<file path="src/rtl/alu_74ls381.sv">
// alu_74ls381 -- registered 4-bit ALU with the 74LS381 function set.
// Two 4-bit operands and a 3-bit select produce a 4-bit result and a
// carry/borrow flag, both registered (one cycle of latency).
// Optional feature: define ALU381_CIN_EN to add the cin port. cin is the
// carry-in for add and the borrow-in for both subtracts. Without the macro
// the port does not exist and all arithmetic uses 0.
module alu_74ls381 (
  input  logic       clk,
  input  logic       rst_n,
  input  logic [3:0] a,
  input  logic [3:0] b,
  input  logic [2:0] s,
`ifdef ALU381_CIN_EN
  input  logic       cin,
`endif
  output logic [3:0] f,
  output logic       c
);

  // Function select encodings.
  localparam logic [2:0] OP_CLEAR  = 3'b000;
  localparam logic [2:0] OP_B_SUB_A = 3'b001;
  localparam logic [2:0] OP_A_SUB_B = 3'b010;
  localparam logic [2:0] OP_ADD    = 3'b011;
  localparam logic [2:0] OP_XOR    = 3'b100;
  localparam logic [2:0] OP_OR     = 3'b101;
  localparam logic [2:0] OP_AND    = 3'b110;
  localparam logic [2:0] OP_PRESET = 3'b111;

  // Carry/borrow-in, forced to 0 when the port is not built.
  logic       carry_in;
`ifdef ALU381_CIN_EN
  assign carry_in = cin;
`else
  assign carry_in = 1'b0;
`endif

  // Operands widened to 5 bits so bit 4 of the result is the carry, or the
  // borrow (bit 4 is set exactly when the true difference is negative).
  logic [4:0] a_ext;
  logic [4:0] b_ext;
  logic [4:0] cin_ext;
  logic [4:0] sum_ba;
  logic [4:0] sum_ab;
  logic [4:0] sum_add;

  assign a_ext   = {1'b0, a};
  assign b_ext   = {1'b0, b};
  assign cin_ext = {4'b0000, carry_in};
  assign sum_ba  = b_ext - a_ext - cin_ext;
  assign sum_ab  = a_ext - b_ext - cin_ext;
  assign sum_add = a_ext + b_ext + cin_ext;

  logic [3:0] f_q;
  logic [3:0] f_d;
  logic       c_q;
  logic       c_d;

  // Next-state selection of result and flag from the function select.
  always_comb begin
    f_d = 4'b0000;
    c_d = 1'b0;
    unique case (s)
      OP_CLEAR: begin
        f_d = 4'b0000;
        c_d = 1'b0;
      end
      OP_B_SUB_A: begin
        f_d = sum_ba[3:0];
        c_d = sum_ba[4];
      end
      OP_A_SUB_B: begin
        f_d = sum_ab[3:0];
        c_d = sum_ab[4];
      end
      OP_ADD: begin
        f_d = sum_add[3:0];
        c_d = sum_add[4];
      end
      OP_XOR: f_d = a ^ b;
      OP_OR:  f_d = a | b;
      OP_AND: f_d = a & b;
      OP_PRESET: f_d = 4'b1111;
      default: begin
        f_d = 4'b0000;
        c_d = 1'b0;
      end
    endcase
  end

  // Output register; an asynchronous reset clears it immediately.
  always_ff @(posedge clk or negedge rst_n) begin
    if (!rst_n) begin
      f_q <= 4'b0000;
      c_q <= 1'b0;
    end else begin
      f_q <= f_d;
      c_q <= c_d;
    end
  end

  assign f = f_q;
  assign c = c_q;

endmodule

</file>
<file path="config.mk">
export PLATFORM = sky130hd
export DESIGN_NAME = alu_74ls381
export DESIGN_NICKNAME = d
export VERILOG_FILES = /design/src/rtl/alu_74ls381.sv
export SDC_FILE = /design/constraint.sdc
export NUM_CORES = 1
export LEC_CHECK = 0
export CORE_MARGIN = 2
export CORE_UTILIZATION = 35
export CTS_CLUSTER_SIZE = 14
export DETAILED_ROUTE_END_ITERATION = 10
export SLEW_MARGIN = 20
export SYNTH_ARGS = -nofsm -noshare
export SYNTH_HDL_FRONTEND = slang
export SYNTH_SLANG_ARGS = --single-unit
</file>
<file path="constraint.sdc">
create_clock -name clk -period 0.8 [get_ports clk]
set_clock_uncertainty 0.1 [all_clocks]
set_input_delay 0.08 -clock clk [delete_from_list [all_inputs] [get_ports clk]]
set_output_delay 0.08 -clock clk [all_outputs]
set_load 0.02 [all_outputs]
</file>
; ---- After elaboration in Yosys (flattened, before gate mapping)
; Cells that the tools add are included.
[totals]
reg_bits = 5
latch_bits = 0
mem_bits_rw = 0
romBits = 0
elab_cells = 18
n_memories = 0
[op_classes]
n_addsub = 3
multipliers = 0
div = 0
n_lt_le_gt_ge = 0
eq_ne = 7
shift = 0
mux = 2
bitwise_logic = 3
reduce_logical = 1
[ops]
columns = op, n
row1 = $pmux 4 s8, 1
row2 = $eq 3x3->1 const B, 4
row3 = $sub 4x4->5, 2
row4 = $eq 3x2->1 const B, 2
row5 = $add 4x4->5, 1
row6 = $and 4x4->4, 1
row7 = $or 4x4->4, 1
row8 = $xor 4x4->4, 1
row9 = $eq 3x1->1 const B, 1
row10 = $logic_not 3->1, 1
row11 = $pmux 1 s3, 1

; ---- Longest topological paths before layout
; Gate-level depths: netlist of the first run.
[logic_depth]
depth_word = 2
depth_mapped = 8
ltp_nobuf = 8

; ---- Worst setup path before layout of the first run
; No wires, ideal clock.
[synth_timing]
path_kind = in2reg
startpoint = in a[0]
endpoint = reg f_q[1], in the netlist f[1]
setup_ns = 0.130
arrival_ns = 1.221
slack_ns = -0.652
stages = 7
path_cell_list = inv_1 ha_1 inv_1 fa_1 mux2_2 o22ai_1 a21oi_1
[synth_between]
elab_chain_cells = 2
elab_cells_between_ends = 4
[synth_lines]
columns = item, line
row1 = start: declaration, 10  ; input logic [3:0] a,
row2 = $add 4x4->5 (tied with other cells), 52  ; assign sum_add = a_ext + b_ext + cin_ext;
row3 = $pmux 4 s8 (*), 63  ; unique case (s)
row4 = via f_d[1], 55  ; logic [3:0] f_d;
row5 = end signal: assignment, 94  ; f_q <= 4'b0000;
row6 = end signal: assignment, 97  ; f_q <= f_d;
row7 = end: declaration, 54  ; logic [3:0] f_q;
; The timed path passes the listed nets; every way through them passes the cells marked *.

; ---- Worst setup path after layout of the first run
[layout_timing]
startpoint = in b[0]
endpoint = reg f_q[1], in the netlist f[1]
[layout_between]
elab_chain_cells = 2
elab_cells_between_ends = 4
[layout_lines]
columns = item, line
row1 = start: declaration, 11  ; input logic [3:0] b,
row2 = $add 4x4->5 (tied with other cells), 52
row3 = $pmux 4 s8 (*), 63
row4 = via f_d[1], 55
; Marked as above.

==> metrics, run 1 <==
max-slew violations 0; Worst Path Buf+Inv 3; CTS clock-pin slew for the worst setup and hold paths 0.05 ns; Die Width 52.61 µm; worst path cell trace buf_8 > buf_12 > ha_4 > inv_2 > fa_1 > mux2_4 > o22ai_2 > a21oi_1; Initial DRC Count 21; f_max 708.3 MHz; detailed placer's ending HPWL 1694 µm; Max H-tree Level 1; Die Height approximately 53 µm; period utilisation layout 176.5%; pin count of the biggest net entering global routing 12; number of global-route vias before repair 954; synth cell count leaders 16 x ha_1, 15 x inv_1, 9 x a21oi_1, 5 x dfrtp_1, 5 x nor2_1; DRC viols 0; post-route cell area about 1600 µm²; CTS tree built; Final nets around 190; Final ANT Viol Nets 0; slowest cell delay on critical path 0.41 ns; share of flip-flops with an asynchronous set or reset 100.0%; Mean Syn Cell Area 8.526 µm²; clk sinks 5; antenna violations before repair 0; input/output buffers 17; grt ovf 0; first-pass GRT wire length 4064 µm; clock tree buffer depth 2; Die ar. 2768 µm²; Worst Max-Slew Pin Slew 0.3677 ns; area post-placement 1358 µm²; CP Max Fanout 2; routed length per instance 14.03 µm; Vias/cell 5.066; #FFs+latches synth 5; relative slew slack between 70% and 80%; antenna cell count 0; top-count cell post-synth ha_1; status finished with violations; PwrDens ~950 nW/µm²; 1st-pass router iterations 4; endpoints failing hold 5; clock root cell clkbuf_4; Final WS setup -0.6118 ns; area of the core approximately 2200 µm²; YS warnings 0; CP Data Arrival Time 1.43 ns; critical path type in2reg; Post-synth EDFFs 0; failing checks negative hold slack, negative setup slack; CP required approximately 0.8 ns; share of cells above drive strength 1 61.69%; Num CTS Buffers 3; Final Setup Violations 10; Register Area 125.1 µm²; critical path's top delay family adder cells; IO Pins 18; VDD IR max 804.1 µV; top cell type by total area after synthesis ha_1; Area Overhead vs Synth 95.61%; HP Class in2async; fillers ~160; via count 922; Synth area leaders ha_1 24%, dfrtp_1 15%, fa_1 7.3%; Syn Inst Count 97; unrepaired setup endpoints after global routing yes; Max Cap Violations 0; Setup TNS -2.850 ns; register area share after synthesis 15.13%; Min Hold Slack -0.04568 ns; GPL Wtd Cong 0.8716; Leakage 0.0007365 µW; Synth Cell Area 827.0 µm²; gr usage total roughly 20%; Worst setup EP type register; Site Rows 17; type of origin of the critical path primary input; syn nets 129; Yosys cell types 34; Top FF cell, synth dfrtp_1; Synth top area share about 24%; Initial Util a little under two fifths; final critical-path required period 1.412 ns; Multi-input gate area 823.3 µm²; Crit-path slowest cell fa_1; Post-Route WL 2554 µm
-- power by group --
part	internal (µW)	switching [µW]
clock	189	110
sequential	285	13.5
combinational	519	424
total	993	548
-- flip-flops by register name, indices dropped and copies added (netlist names) --
| name | flops |
|---|---|
| c | 1 |
| f | 4 |
-- placed cells by master (no fill, tap or decap), types with 2 or more instances in the layout --
cell | Yosys | final
a21oi_1 | 9 | 6
a21oi_2 | 0 | 3
buf_12 | 0 | 2
buf_2 | 2 | 3
buf_4 | 0 | 33
buf_6 | 1 | 14
buf_8 | 0 | 3
clkbuf_4 | 0 | 3
dfrtp_1 | 5 | 5
fa_2 | 0 | 2
ha_1 | 16 | 8
ha_4 | 0 | 8
inv_1 | 15 | 5
inv_2 | 0 | 3
inv_4 | 0 | 6
nand2_1 | 3 | 3
nor2_1 | 5 | 5
nor2b_1 | 4 | 2
nor2b_4 | 0 | 2
o211ai_1 | 3 | 3
o21ai_0 | 4 | 3
xnor2_1 | 2 | 2
xor2_1 | 2 | 2
-- per-layer routing --
metal	GRT usage, %	wire (µm)
met5	0	0
met4	10.26	61
met3	1.143	91
met2	38.75	1415
met1	21.44	986
-- worst paths after layout --
kind,startpoint,endpoint,slack [ns],cells after the start
setup / recovery,b[0],f[1],-0.61,8
min in group clk,s[1],f[1],0.22,4
max in group asynchronous,rst_n,f[0],0.46,1
hold / removal,rst_n,f[2],-0.05,1
-- final cells by class --
type                    count  area share, %
multi-input cells          73          50.89
clock buffers               4          1.624
well taps                  28          2.166
flip-flops and latches      5          7.734
inverters                  15          5.182
repair buffers             57          32.41
-- stage by stage --
stage | hold slack (ns) | setup slack [ns] | total power, µW | utilization (%) | std cells
after global placement | 0.2109 | -1.277 | 1047 | 60.78 | 168
after CTS | -0.03852 | -0.5812 | 1479 | 69.69 | 179
after floorplan | -0.3156 | -0.6008 | 707.8 | - | 97
after detailed placement | 0.2170 | -1.298 | 1056 | 60.78 | 168
after global routing | -0.02130 | -0.6629 | 1636 | 72.44 | 182
final | -0.04568 | -0.6118 | 1541 | 72.44 | 182
-- what timing repair did --
action / 4_1_cts / 5_1_grt
setup buffers: 7 / 4
endpoints found under the hold margin: 5 / 5
setup endpoints to repair: 10 / 10
pin swaps: 15 / 12
gates resized for setup: 101 / 16
-- cells by family (layout without fill, tap and decap cells) --
logic type	Yosys count	in the layout	share of synthesized area, %
AOI/OAI and AO/OA	26	26	20.42
DFF	5	5	15.13
and+or+nand+nor	22	22	16.34
buffers and inverters	19	76	9.833
xor gates and xnor gates	4	4	4.237
muxes	2	2	2.572
adders and majority gates	19	19	31.47
Note: power is estimated with default switching activity, not from simulation.
==> run 2, diff against run 1 <==
Settings changed: CORE_UTILIZATION 35 to 48, PLACE_DENSITY set to 0.76.
==> metrics, run 2 <==
status aborted with a tool error; synth cell count leaders 16 x ha_1, 15 x inv_1, 9 x a21oi_1, 5 x dfrtp_1, 5 x nor2_1; YS warnings 0; Die Height 45.51 µm; Adder-Cell Fraction of Synth Area between 30% and 40%; detailed placer's ending HPWL 1866 µm; Top FF cell, synth dfrtp_1; post-synthesis mux area share 2.572%; post-synthesis simple-gate area fraction roughly 16%; top cell type by total area after synthesis ha_1; Initial Util 53.05%; area post-placement between 1000 and 1500 µm²; largest family of logic cells by synthesized area adder cells; XOR/XNOR share of the synthesized area 4.236%; #FFs+latches synth 5; Mean Syn Cell Area approximately 8.5 µm²; GPL Wtd Cong between 0.8 and 0.9; Max H-tree Level 1; Worst EP kind register data pin; top-count cell post-synth ha_1; input/output buffers 17; Die Width ~46 µm; pin count of the biggest net entering global routing 12; clock root cell clkbuf_4; compound-cell area share of the yosys netlist 20.42%; Synth Cell Area 827.0 µm²; Post-synth EDFFs 0; Synth top area share between 20 and 25%; Num CTS Buffers 3; Yosys cell types 34; IO Pins 18; share of flip-flops with an asynchronous set or reset 100.0%; syn nets 129; Site Rows 14; clk sinks 5; Synth area leaders ha_1 24%, dfrtp_1 15%, fa_1 7.3%; GRT worst endpoint c$_DFF_PN0_/D; stage reached global routing; register area share after synthesis 15.13%; Syn Inst Count 97; Log Error [ERROR DPL-0038] Utilization greater than 100%, impossible to legalize; clock tree buffer depth 2
[run 2: cell counts after synthesis]
Identical to the previous run, type by type.
[run 2: metrics by stage]
stage          hold WS (ns)  cells  worst slack (ns)
4_1_cts            -0.06337    167           -0.5557
3_5_place_dp         0.2148    156            -1.299
3_3_place_gp         0.2106    156            -1.242
2_1_floorplan       -0.3156     97           -0.6008
[run 2: cell families after synthesis]
group           count (synthesis)
simple gates                   22
buf+inv                        19
mux                             2
compound gates                 26
xor+xnor                        4
flops                           5
fa+ha+maj                      19
[run 2: what timing repair did]
item,in CTS
resized for setup,101
gates cloned,0
endpoints found under the hold margin,5
setup endpoints to repair,10
pin swaps,22
setup buffers,7
==> run 3, diff against run 2 <==
Settings changed: CORE_AREA set to 2 2 63 65, CORE_MARGIN 2 to not set, CORE_UTILIZATION 48 to not set, CTS_CLUSTER_SIZE 14 to not set, DIE_AREA set to 0 0 65 67, PLACE_DENSITY 0.76 to not set, PLACE_DENSITY_LB_ADDON set to 0.15.
==> metrics, run 3 (synthesized netlist as in run 1, its figures left out) <==
period utilisation layout 175.6%; Num CTS Buffers 3; CTS tree built; clock root cell clkbuf_8; VDD IR max approximately 330 µV; Site Rows 22; antenna violations before repair 0; Final Setup Violations 10; clock tree buffer depth 2; Post-Route WL 2336 µm; Register Area 125.1 µm²; first-pass GRT wire length 3995 µm; Worst Max-Slew Pin Slew 0.3826 ns; CP Data Arrival Time approximately 1.4 ns; HP Class in2async; share of cells above drive strength 1 60.00%; Final nets between 150 and 200; Max Cap Violations 0; critical path type in2reg; Die ar. 4355 µm²; CP Max Fanout 2; gr usage total 11.74%; fillers 341; failing checks negative hold slack, negative setup slack; unrepaired setup endpoints after global routing yes; clk sinks 5; DRC viols 0; Final WS setup -0.6052 ns; post-route cell area 1599 µm²; Worst setup EP type register; Vias/cell 4.510; Post-Place Cells 187; Die Width 65 µm; input/output buffers 17; Max H-tree Level 1; Min Hold Slack -0.01719 ns; number of global-route vias before repair between 900 and 1000; via count 893; max FFs per register 4; Die Height around 67 µm; detailed placer's ending HPWL 1911 µm; non-filler instance count after layout 198; Area Overhead vs Synth 93.34%; CTS clock-pin slew for the worst setup and hold paths roughly 0.03 ns; status finished with violations; commonest non-fill, non-tap cell in the layout buf_4; Initial DRC Count 39; grt ovf 0; GPL Wtd Cong about 0.76; area of the core 3606 µm²; Leakage around 0.00071 µW; f_max 711.6 MHz; IO Pins 18; Initial Util between 20% and 30%; endpoints failing hold 5; Multi-input gate area between 800 and 900 µm²; Final ANT Viol Nets 0; relative slew slack 74.34%; area post-placement 1375 µm²; 1st-pass router iterations 4; CP required 0.79 ns; antenna cell count 0; PwrDens 1027 nW/µm²; max-slew violations 0; commonest cells after routing, fill and taps aside 31 x buf_4, 10 x buf_6, 8 x ha_1, 7 x a21oi_1, 7 x ha_4; type of origin of the critical path primary input; final critical-path required period 1.405 ns; routed length per instance about 12 µm; Total Power about 1600 µW; final core utilization 44.34%; pin count of the biggest net entering global routing 12
[run 3: area by class of cell]
| class | count | share of cell area (%) |
|---|---|---|
| flip-flops and latches | 5 | 7.825 |
| well taps | 48 | 3.756 |
| clock buffers | 4 | 2.817 |
| inverters | 15 | 5.243 |
| multi-input cells | 73 | 51.57 |
| repair buffers | 53 | 28.80 |
[run 3: final timing paths]
kind | to | startpoint | cells past startpoint | slack [ns]
hold / removal | f[1] | rst_n | 1 | -0.02
max in group asynchronous | f[3] | rst_n | 1 | 0.43
min in group clk | f[3] | b[3] | 6 | 0.28
setup / recovery | f[1] | b[0] | 8 | -0.61
[run 3: stage by stage]
step	setup TNS (ns)	setup WS, ns	hold WS (ns)
final	-2.773	-0.6052	-0.01719
after floorplan	-2.181	-0.6008	-0.3156
after global routing	-3.172	-0.6475	0.005360
after detailed placement	-7.317	-1.313	0.2190
after global placement	-7.234	-1.271	0.2164
after CTS	-2.831	-0.6126	-0.009669
[run 3: report_power, final]
part / internal (µW) / total [µW] / switching [µW]
Combinational: 480 / 885 / 405
Sequential: 286 / 299 / 13.3
Clock: 341 / 458 / 116
[run 3: worst max-delay path: stages]
cell	delay, ns
buf_8	0.10
buf_12	0.12
ha_4	0.15
inv_2	0.05
fa_2	0.41
mux2_4	0.28
o22ai_2	0.13
a21oi_1	0.07
[run 3: repair_timing]
item,4_1_cts,5_1_grt
resized for setup,99,6
buffers inserted,5,1
endpoints found under the setup margin,10,10
gates cloned,1,0
pin swaps,14,3
endpoints found under the hold margin,5,0
[run 3: metal layers]
metal	global-route usage, %	vias up	part of all wire, %
met3	1.182	4	3.1
met5	0	-	0
li1	-	443	-
met1	13.08	425	40
met2	22.68	21	56
met4	4.521	0	0.98
==> run 4, diff against run 3 <==
Settings changed: CTS_CLUSTER_SIZE set to 30.
==> results of run 4 <==
Final layout, timing and power as in run 3 (identical DEF).
